**config.mk**
```make
export PLATFORM = sky130hd
export DESIGN_NAME = mc_mem_if
export DESIGN_NICKNAME = d
export VERILOG_FILES = /design/src/rtl/mc_mem_if.sv
export SDC_FILE = /design/constraint.sdc
export NUM_CORES = 1
export LEC_CHECK = 0
export CAP_MARGIN = 10
export CORE_UTILIZATION = 43
export CTS_CLUSTER_DIAMETER = 60
export DETAILED_ROUTE_END_ITERATION = 12
export PLACE_DENSITY = 0.84
export RECOVER_POWER = 25
export SLEW_MARGIN = 20
export SYNTH_ARGS = -nofsm -noshare
export SYNTH_HDL_FRONTEND = slang
export SYNTH_SLANG_ARGS = --single-unit
```
**constraint.sdc**
```tcl
create_clock -name CLK -period 2.66 [get_ports CLK]
set_clock_uncertainty 0.1 [all_clocks]
set_input_delay 0.532 -clock CLK [delete_from_list [all_inputs] [get_ports CLK]]
set_output_delay 0.532 -clock CLK [all_outputs]
set_load 0.1 [all_outputs]
```
**src/rtl/mc_mem_if.sv**
```systemverilog
// Memory interface between the multicycle control FSM and a ready-strobed memory.
// Handles fetch/load/store handshakes, stalls the FSM via CE, and traps faults.
module mc_mem_if #(
    parameter int TIMEOUT = 255,
    parameter int AW      = 32
) (
    input  logic          CLK,
    input  logic          RST,
    input  logic          IRWrite,
    input  logic          MemRead,
    input  logic          MemWrite,
    input  logic          AdrSrc,
    input  logic [AW-1:0] PC,
    input  logic [AW-1:0] ALUOut,
    input  logic [AW-1:0] WData,
    input  logic          mem_ready,
    input  logic [AW-1:0] mem_rdata,
    output logic          mem_req,
    output logic          mem_we,
    output logic [AW-1:0] mem_addr,
    output logic [AW-1:0] mem_wdata,
    output logic          CE,
    output logic [AW-1:0] IR,
    output logic [AW-1:0] OldPC,
    output logic [AW-1:0] Data,
    output logic          fault
);

    typedef enum logic [1:0] {
        IDLE,
        WAIT,
        DONE,
        HALT
    } state_t;

    localparam logic [7:0] TMO_LAST = 8'(TIMEOUT - 1);

    state_t        state_q, state_d;
    logic [AW-1:0] addr_q, addr_d;
    logic [AW-1:0] wdata_q, wdata_d;
    logic          we_q, we_d;
    logic          rd_q, rd_d;
    logic          fe_q, fe_d;
    logic [7:0]    cnt_q, cnt_d;
    logic          fault_q, fault_d;
    logic [AW-1:0] ir_q, ir_d;
    logic [AW-1:0] oldpc_q, oldpc_d;
    logic [AW-1:0] data_q, data_d;

    logic          acc;
    logic [AW-1:0] sel_addr;
    logic          aligned;

    assign acc      = IRWrite | MemRead | MemWrite;
    assign sel_addr = AdrSrc ? ALUOut : PC;
    assign aligned  = (sel_addr[1:0] == 2'b00);

    // Next-state, register loads and handshake outputs; reset forces idle outputs.
    always_comb begin
        state_d   = state_q;
        addr_d    = addr_q;
        wdata_d   = wdata_q;
        we_d      = we_q;
        rd_d      = rd_q;
        fe_d      = fe_q;
        cnt_d     = cnt_q;
        fault_d   = fault_q;
        ir_d      = ir_q;
        oldpc_d   = oldpc_q;
        data_d    = data_q;
        mem_req   = 1'b0;
        mem_we    = 1'b0;
        mem_addr  = addr_q;
        mem_wdata = wdata_q;
        CE        = 1'b0;
        case (state_q)
            IDLE: begin
                mem_addr  = sel_addr;
                mem_wdata = WData;
                if (!acc) begin
                    CE = 1'b1;
                end else if (!aligned) begin
                    fault_d = 1'b1;
                    state_d = HALT;
                end else begin
                    mem_req = 1'b1;
                    mem_we  = MemWrite;
                    addr_d  = sel_addr;
                    wdata_d = WData;
                    we_d    = MemWrite;
                    rd_d    = !MemWrite && MemRead;
                    fe_d    = !MemWrite && !MemRead;
                    cnt_d   = 8'd0;
                    state_d = WAIT;
                end
            end
            WAIT: begin
                mem_req = 1'b1;
                mem_we  = we_q;
                if (mem_ready) begin
                    if (fe_q) begin
                        ir_d    = mem_rdata;
                        oldpc_d = addr_q;
                    end
                    if (rd_q) begin
                        data_d = mem_rdata;
                    end
                    state_d = DONE;
                end else if (cnt_q == TMO_LAST) begin
                    fault_d = 1'b1;
                    state_d = HALT;
                end else begin
                    cnt_d = cnt_q + 8'd1;
                end
            end
            DONE: begin
                CE      = 1'b1;
                state_d = IDLE;
            end
            HALT: begin
                state_d = HALT;
            end
            default: begin
                state_d = IDLE;
            end
        endcase
        if (RST) begin
            mem_req = 1'b0;
            mem_we  = 1'b0;
            CE      = 1'b1;
        end
    end

    // State and datapath registers with synchronous active-high reset.
    always_ff @(posedge CLK) begin
        if (RST) begin
            state_q <= IDLE;
            addr_q  <= '0;
            wdata_q <= '0;
            we_q    <= 1'b0;
            rd_q    <= 1'b0;
            fe_q    <= 1'b0;
            cnt_q   <= 8'd0;
            fault_q <= 1'b0;
            ir_q    <= '0;
            oldpc_q <= '0;
            data_q  <= '0;
        end else begin
            state_q <= state_d;
            addr_q  <= addr_d;
            wdata_q <= wdata_d;
            we_q    <= we_d;
            rd_q    <= rd_d;
            fe_q    <= fe_d;
            cnt_q   <= cnt_d;
            fault_q <= fault_d;
            ir_q    <= ir_d;
            oldpc_q <= oldpc_d;
            data_q  <= data_d;
        end
    end

    assign IR    = ir_q;
    assign OldPC = oldpc_q;
    assign Data  = data_q;
    assign fault = fault_q;

endmodule

```
# Yosys cells after proc, flatten, opt, wreduce, memory -nomap -nowiden
# Index checks and enable logic that the tools add are counted.
[classes]
n_addsub = 1
n_eq_ne = 11
mux = 29
bitwise_logic = 2
n_reduce_logical = 13
[op_table]
columns = ["cell", "n"]
rows = [
  ["32-bit 2-to-1 mux", 3],
  ["8-bit 2-to-1 mux", 4],
  ["8-bit case mux with 2 select lines", 1],
  ["1-bit 2-to-1 mux", 12],
  ["2-bit != test (second input constant)", 6],
  ["5-bit AND reduction", 2],
  ["3-bit AND reduction", 3],
  ["8-bit by 1-bit adder with 8-bit output (second input constant)", 1],
  ["8-bit equality test (second input constant)", 1],
  ["2-bit 2-to-1 mux", 4],
  ["1-bit case mux with 2 select lines", 4],
  ["2-bit case mux with 4 select lines", 1],
  ["2-bit equality test (second input constant)", 2],
  ["2-bit zero test", 2],
  ["3-bit != test (second input constant)", 1],
  ["2-bit by 1-bit equality test with 1-bit output (second input constant)", 1],
  ["1-bit logical AND", 2],
  ["1-bit zero test", 2],
  ["1-bit OR", 2],
  ["2-bit AND reduction", 1],
  ["2-bit nonzero test", 1],
]
[totals]
ff_bits = 174
input_bits = 135
out_inout_bits = 164
elab_cells = 67

# Logic depth before layout (Yosys ltp)
# Gate-level depths: netlist of the first run.
[logic_depth]
word_depth = 6
ltp_mapped = 8
ltp_nobuf = 6

# Least setup slack after synthesis of the first run
# OpenSTA, ideal clock, no wires.
[synth_timing]
path_type = "register -> output"
startpoint = "reg state_q[0]"
endpoint = "out mem_we"
t_arrival_ns = 3.290
t_required_ns = 2.028
setup_slack_ns = -1.262
stages_incl_launch_ff = 6
path_buffers = 2
path_cell_list = "dfxtp_1 buf_2 nor2_2 clkbuf_1 nand4_1 a21boi_0"
[synth_via]
elab_chain_cells = 3
word_cells_on_any_way = 4
cone_classes = "eq/ne: 1; mux: 2; reduce/logical: 1"
[synth_rtl]
columns = ["element", "line", "text"]
rows = [
  ["start, declared", "38", "state_t state_q, state_d;"],
  ["start signal, assigned", "149", "state_q <= state_d;"],
  ["2-bit by 1-bit equality test with 1-bit output / 2-bit zero test (equally long branches)", "76", "case (state_q)"],
  ["1-bit case mux with 2 select lines *", "76", ""],
  ["1-bit 2-to-1 mux *", "127", "if (RST) begin"],
  ["end, declared", "19", "output logic mem_we,"],
]
# Mark *: on every way between the ends. The rest lies on a longest branch, timed or not.

# Worst setup path in the final report of the first run
[layout_timing]
startpoint = "in MemWrite"
endpoint = "out mem_req"
[layout_via]
elab_chain_cells = 4
[layout_rtl]
columns = ["element", "line", "text"]
rows = [
  ["start, declared", "11", "input logic MemWrite,"],
  ["1-bit OR", "54", "assign acc = IRWrite | MemRead | MemWrite;"],
  ["1-bit 2-to-1 mux", "80", "if (!acc) begin"],
  ["1-bit case mux with 2 select lines", "76", ""],
  ["1-bit 2-to-1 mux", "127", ""],
  ["end, declared", "18", "output logic mem_req,"],
]
# No other way between the ends.

==> impl_metrics.toml, run 1 <==
[yosys]
synth-main-ff-cell = "dfxtp_1"
yosysMostFrequentCell = "nand2_1"
yosys.cell_types.count = 39
synth_area_mm2 = 0.00736
syn_inst = 901
ys_warn_count = 0
synth_top_area_share_pct = 47.3
yosysSeqAreaShare_pct = 47.3
async_flop_share_pct = 0
avgSynthCellArea_um2 = 8.17
ys_ff_latch = 174
synth_area_leaders = "dfxtp_1 47%, nand2_1 13%, a21oi_1 12%"
syn_nets = 1038
synthTopCellsByCount = "262 x nand2_1, 174 x dfxtp_1, 170 x a21oi_1"
yosysTopAreaCell = "dfxtp_1"
synth-edff-count = 0

[die]
die_w_um = 133
initial_core_util_pct = 44.2
die_h_um = 133
io_pins = 299
rows = 47
die_area_mm2 = 0.0177
core_mm2 = 0.0166

[sta]
fin_crit_sh_pct = 97.9
worst-slew-pin-transition_ns = 1.26
whs_ns = 0.353
layout_setup_ws_ns = 0.0548
setup_violations = 0
report.final.hold_viol_count = 0
final.min_clock_period_ns = 2.61
fin_tns_setup_ns = 0
slew_violations = 0
slew-limit-headroom_pct = 16.1
rsz0062_at_grt = "false"
max_freq_ghz = 0.384

[global_routing]
overflow = 0
grt_usage_pct = 25.9
grt_pass1_wl_um = 36300
antenna_found_initial = 0
use_met2_pct = 45.6
grt_max_degree = 171
grt_pass1_vias = 7080
use_met1_pct = 29.5
use_met3_pct = 7.85
busiest_layer = "met2"

[critical_path]
crit_path_start_kind = "primary input"
slowest_stage = "clkdlybuf4s50_1"
max_stage_delay_ns = 0.43
end_kind = "primary output"
r2r_cells = 7
r2r-end = "addr_q[25]"
worstPathRequired_ns = 2.03
path_buf_inv = 3
rr_startpoint = "state_q[0]"
critPathArrivalTime_ns = 1.97
r2r_slack_ns = 0.45
path_delay_family = "buffers and inverters"
cp_cell_sequence = "clkdlybuf4s50_1 -> nor3_1 -> buf_4 -> and4b_4 -> o21a_2 -> buf_12"
cp_max_fo = 4
crit_type = "primary input to primary output"

[cts]
path_clk_slew_ns = 0.06
cts-hold-fix-buffers = 0
cts_resized = 0
htree_num_levels = 4
numCtsBuffers = 17
clockBufferDepth = 2
numClockSinks = 174
root_buffer = "clkbuf_16"
clk_latency_ns = 0.42
cts_tree = "done"

[pwr]
peakVddDrop_mv = 0.534
power.density_mw_per_mm2 = 741
p_leak_nw = 4.13

[finish]
final.fill_count = 1367
n_antenna_cell = 0
multi_input_area_mm2 = 0.00365
drive_above_1_share_pct = 20.2
final_nets = 1306
area.growth.synth_to_final_pct = 55.2
seqCellArea_mm2 = 0.00348

[run_status]
status = "completed"

[hold_path]
holdPathStages = 2
hold_class = "flip-flop to flip-flop"
hold_end = "OldPC[8]"
worstHoldStart = "OldPC[8]"

[routing]
dr.pass1.iters = 4
wl_per_cell_um = 16.4
initialDrtViolationCount = 452
vias = 7203
drt_wl_total_um = 23000
drc_errors = 0
ant_nets = 0
via_per_inst = 5.14

[placement]
portBuffers = 298
pre_cts_ws_ns = 0.0754
hpwlAfterDp_um = 15800
place_congestion = 0.823

[flow_run]
maxCapViolations = 0
## state kept, by name, indices dropped and copies added (netlist names)
name     cells
Data        32
addr_q      32
fault        1
wdata_q     32
cnt_q        8
rd_q         1
state_q      2
IR          32
OldPC       32
we_q         1
fe_q         1
## routing by layer
metal / wire [um] / up-vias / part of all wire, %
met5: 0 / - / 0
met4: 464 / 0 / 2.0
met3: 1660 / 32 / 7.2
met2: 11700 / 240 / 51
met1: 9130 / 3362 / 40
li1: - / 3569 / -
## cell families (layout without fill, tap and decap cells)
group                      after synthesis  after routing  share of synthesized area [%]
and+or+nand+nor                        368            368                           20.1
AOI/OAI and AO/OA                      218            218                           18.0
DFF                                    174            174                           47.3
buffers and inverters                   75            355                           4.98
muxes                                   64             64                           9.35
adders and majority gates                2              2                          0.340
## worst max path at each step
stage               startpoint             to  slack (ns)  depth (start not counted)
floorplan           state_q[0]         mem_we       -0.51                          5
global placement      MemWrite        mem_req        0.12                          6
detailed placement    MemWrite     addr_q[14]        0.08                          8
CTS                 state_q[0]   mem_addr[10]        0.06                          6
global route        state_q[0]  mem_wdata[25]       0.004                          5
finish                MemWrite        mem_req        0.05                          6
## placed cells by master, fill, tap and decap left out, types with 29 or more instances in the layout
cell type / n
a21oi_2: 29
clkdlybuf4s50_1: 132
buf_4: 30
clkbuf_1: 79
dfxtp_1: 174
nand2_1: 262
a21oi_1: 140
mux2_2: 32
nor2_1: 68
mux2i_1: 30
buf_12: 76
## report_power, final
part	internal [mW]	switching, mW
combinational	1.15	2.05
clock	1.48	1.04
sequential	2.68	0.0580
## area by class of cell
class                   count  share of cell area, %
clock inverters            13                   1.42
well taps                 220                   2.41
inverters                   3                 0.0985
flip-flops and latches    174                   30.5
clock buffers              18                   3.76
repair buffers            321                   29.9
multi-input cells         652                   32.0
## metrics by stage
step | total power, mW | utilization, % | cells | instance area [um^2]
finish | 8.47 | 68.7 | 1401 | 11400
global route | 8.75 | 68.7 | 1401 | 11400
CTS | 8.50 | 70.3 | 1399 | 11700
detailed placement | 5.98 | 66.6 | 1366 | 11100
global placement | 5.95 | 66.6 | 1366 | 11100
floorplan | 4.76 | - | 901 | 7490
## worst register-to-register path, delay by kind of cell (launching register included)
kind | cells | cell delay [ns]
AO/OA/AOI/OAI | 1 | 0.25
AND/OR/NAND/NOR | 3 | 0.72
flip-flops | 1 | 0.42
buffers and inverters | 3 | 0.63
## what timing repair did
action                                  in CTS  in global routing
endpoints found under the setup margin      29                  6
setup buffers                                2                  1
cloned                                       0                  1
pin swaps                                    1                  1
Power figures use the tool's default switching activity.
==> inputs of run 2 (changes only) <==
--- a/config.mk
+++ b/config.mk
@@ -6,10 +6,13 @@
 export NUM_CORES = 1
 export LEC_CHECK = 0
 export CAP_MARGIN = 10
-export CORE_UTILIZATION = 43
+export CORE_AREA = 2 2 118 120
 export CTS_CLUSTER_DIAMETER = 60
 export DETAILED_ROUTE_END_ITERATION = 12
-export PLACE_DENSITY = 0.84
+export DIE_AREA = 0 0 120 122
+export DONT_BUFFER_PORTS = 1
+export GPL_TIMING_DRIVEN = 0
+export PLACE_DENSITY = 0.75
 export RECOVER_POWER = 25
 export SLEW_MARGIN = 20
 export SYNTH_ARGS = -nofsm -noshare
==> impl_metrics.toml, run 2 (same netlist as run 1, synthesis figures left out) <==
[run_status]
status = "completed"

[cts]
path_clk_slew_ns = 0.07
root_buffer = "clkbuf_16"
numClockSinks = 174
htree_num_levels = 4
cts_tree = "done"
clk_latency_ns = 0.42
numCtsBuffers = 17
cts-hold-fix-buffers = 0
clockBufferDepth = 2

[finish]
final_util_pct = 64.9
area.growth.synth_to_final_pct = 19.1
drive_above_1_share_pct = 18.3
final_cell_mix = "262 x nand2_1, 172 x dfxtp_1, 138 x a21oi_1"
final_nets = 1065
n_antenna_cell = 0
final_common_cell = "nand2_1"

[die]
die_h_um = 122
initial_core_util_pct = 54.5
io_pins = 299
die_area_mm2 = 0.0146
core_mm2 = 0.0135
rows = 43
die_w_um = 120

[routing]
ant_nets = 0
drt_wl_total_um = 20900
via_per_inst = 5.72
wl_per_cell_um = 18.7
drc_errors = 0
dr.pass1.iters = 5
initialDrtViolationCount = 388
vias = 6405

[critical_path]
worstPathRequired_ns = 2.03
cp_max_fo = 10
max_stage_delay_ns = 0.60
critPathArrivalTime_ns = 2.02
path_delay_family = "multiplexers"
crit_path_start_kind = "flip-flop"
path_buf_inv = 2
crit_start = "state_q[0]"
cp_cell_sequence = "nor2_4 -> buf_4 -> buf_2 -> mux2_2"
r2r_slack_ns = 0.46
r2r-end = "OldPC[17]"
rr_startpoint = "state_q[0]"
end_kind = "primary output"
r2r_cells = 7
crit_type = "flip-flop to primary output"
slowest_stage = "mux2_2"
cp_num_cells = 4

[placement]
hpwlAfterDp_um = 15500
portBuffers = 0
place_congestion = 0.812

[sta]
rsz0062_at_grt = "true"
whs_ns = 0.138
slew-limit-headroom_pct = 21.6
setup_violations = 0
max_freq_ghz = 0.377
slew_violations = 0
fin_crit_sh_pct = 99.6
final.min_clock_period_ns = 2.65
report.final.hold_viol_count = 0
worst-slew-pin-transition_ns = 1.18

[pwr]
peakVddDrop_mv = 0.535
p_leak_nw = 3.03
power.density_mw_per_mm2 = 881

[flow_run]
maxCapViolations = 0

[hold_path]
holdPathStages = 2
hold_end = "wdata_q[3]"
worstHoldStart = "WData[3]"
hold_class = "primary input to flip-flop"

[global_routing]
grt_max_degree = 20
overflow = 0
grt_usage_pct = 27.9
antenna_found_initial = 0
grt_pass1_wl_um = 31800
grt_pass1_vias = 5809
-- run 2: worst max path at each step --
| stage | endpoint | slack [ns] |
|---|---|---|
| floorplan | mem_we | -0.51 |
| global placement | mem_we | -1.12 |
| detailed placement | mem_addr[20] | -0.73 |
| CTS | mem_we | -0.02 |
| global route | mem_wdata[24] | -0.05 |
| finish | mem_wdata[1] | 0.01 |
-- run 2: worst register-to-register path, delay by kind of cell (launching register included) --
family          cells  cell delay, ns
compound gates      1            0.21
buf+inv             3            0.83
flops               1            0.36
simple gates        3            0.63
-- run 2: report_power, final --
group / internal [mW] / switching (mW)
Combinational: 0.417 / 1.88
Clock: 1.60 / 1.02
Sequential: 2.68 / 0.127
-- run 2: final cells by class --
cell class              count  area, um^2
fillers                  1152        4740
repair buffers             11         108
multi-input cells         652        3950
flip-flops and latches    174        3490
plain buffers              69         370
well taps                 180         225
inverters                   3        11.3
clock buffers              22         454
clock inverters             9         160
-- run 2: metal layers --
| metal | GRT usage, % | share of wire, % | up-vias |
|---|---|---|---|
| li1 | - | - | 3096 |
| met1 | 33.9 | 41 | 3009 |
| met2 | 46.1 | 48 | 269 |
| met3 | 9.64 | 9.5 | 31 |
| met4 | 9.41 | 2.0 | 0 |
| met5 | 0 | 0 | - |
-- run 2: stage by stage --
step                TNS, ns  power (mW)  setup slack (ns)  cell area (um^2)  std cells
floorplan             -2.93        4.76            -0.509              7490        901
global placement     -16.80        4.94             -1.12              7710       1081
detailed placement   -16.31        5.04            -0.728              7900       1081
CTS                  -0.150        7.72           -0.0201              8740       1120
global route         -0.976        7.96           -0.0467              8770       1120
finish                    0        7.73            0.0106              8770       1120
-- run 2: repair_timing --
item                                    CTS  global route
buffers inserted                         10             1
endpoints found under the setup margin   66            46
gates resized for setup                  37            12
pin swaps                                 6             3
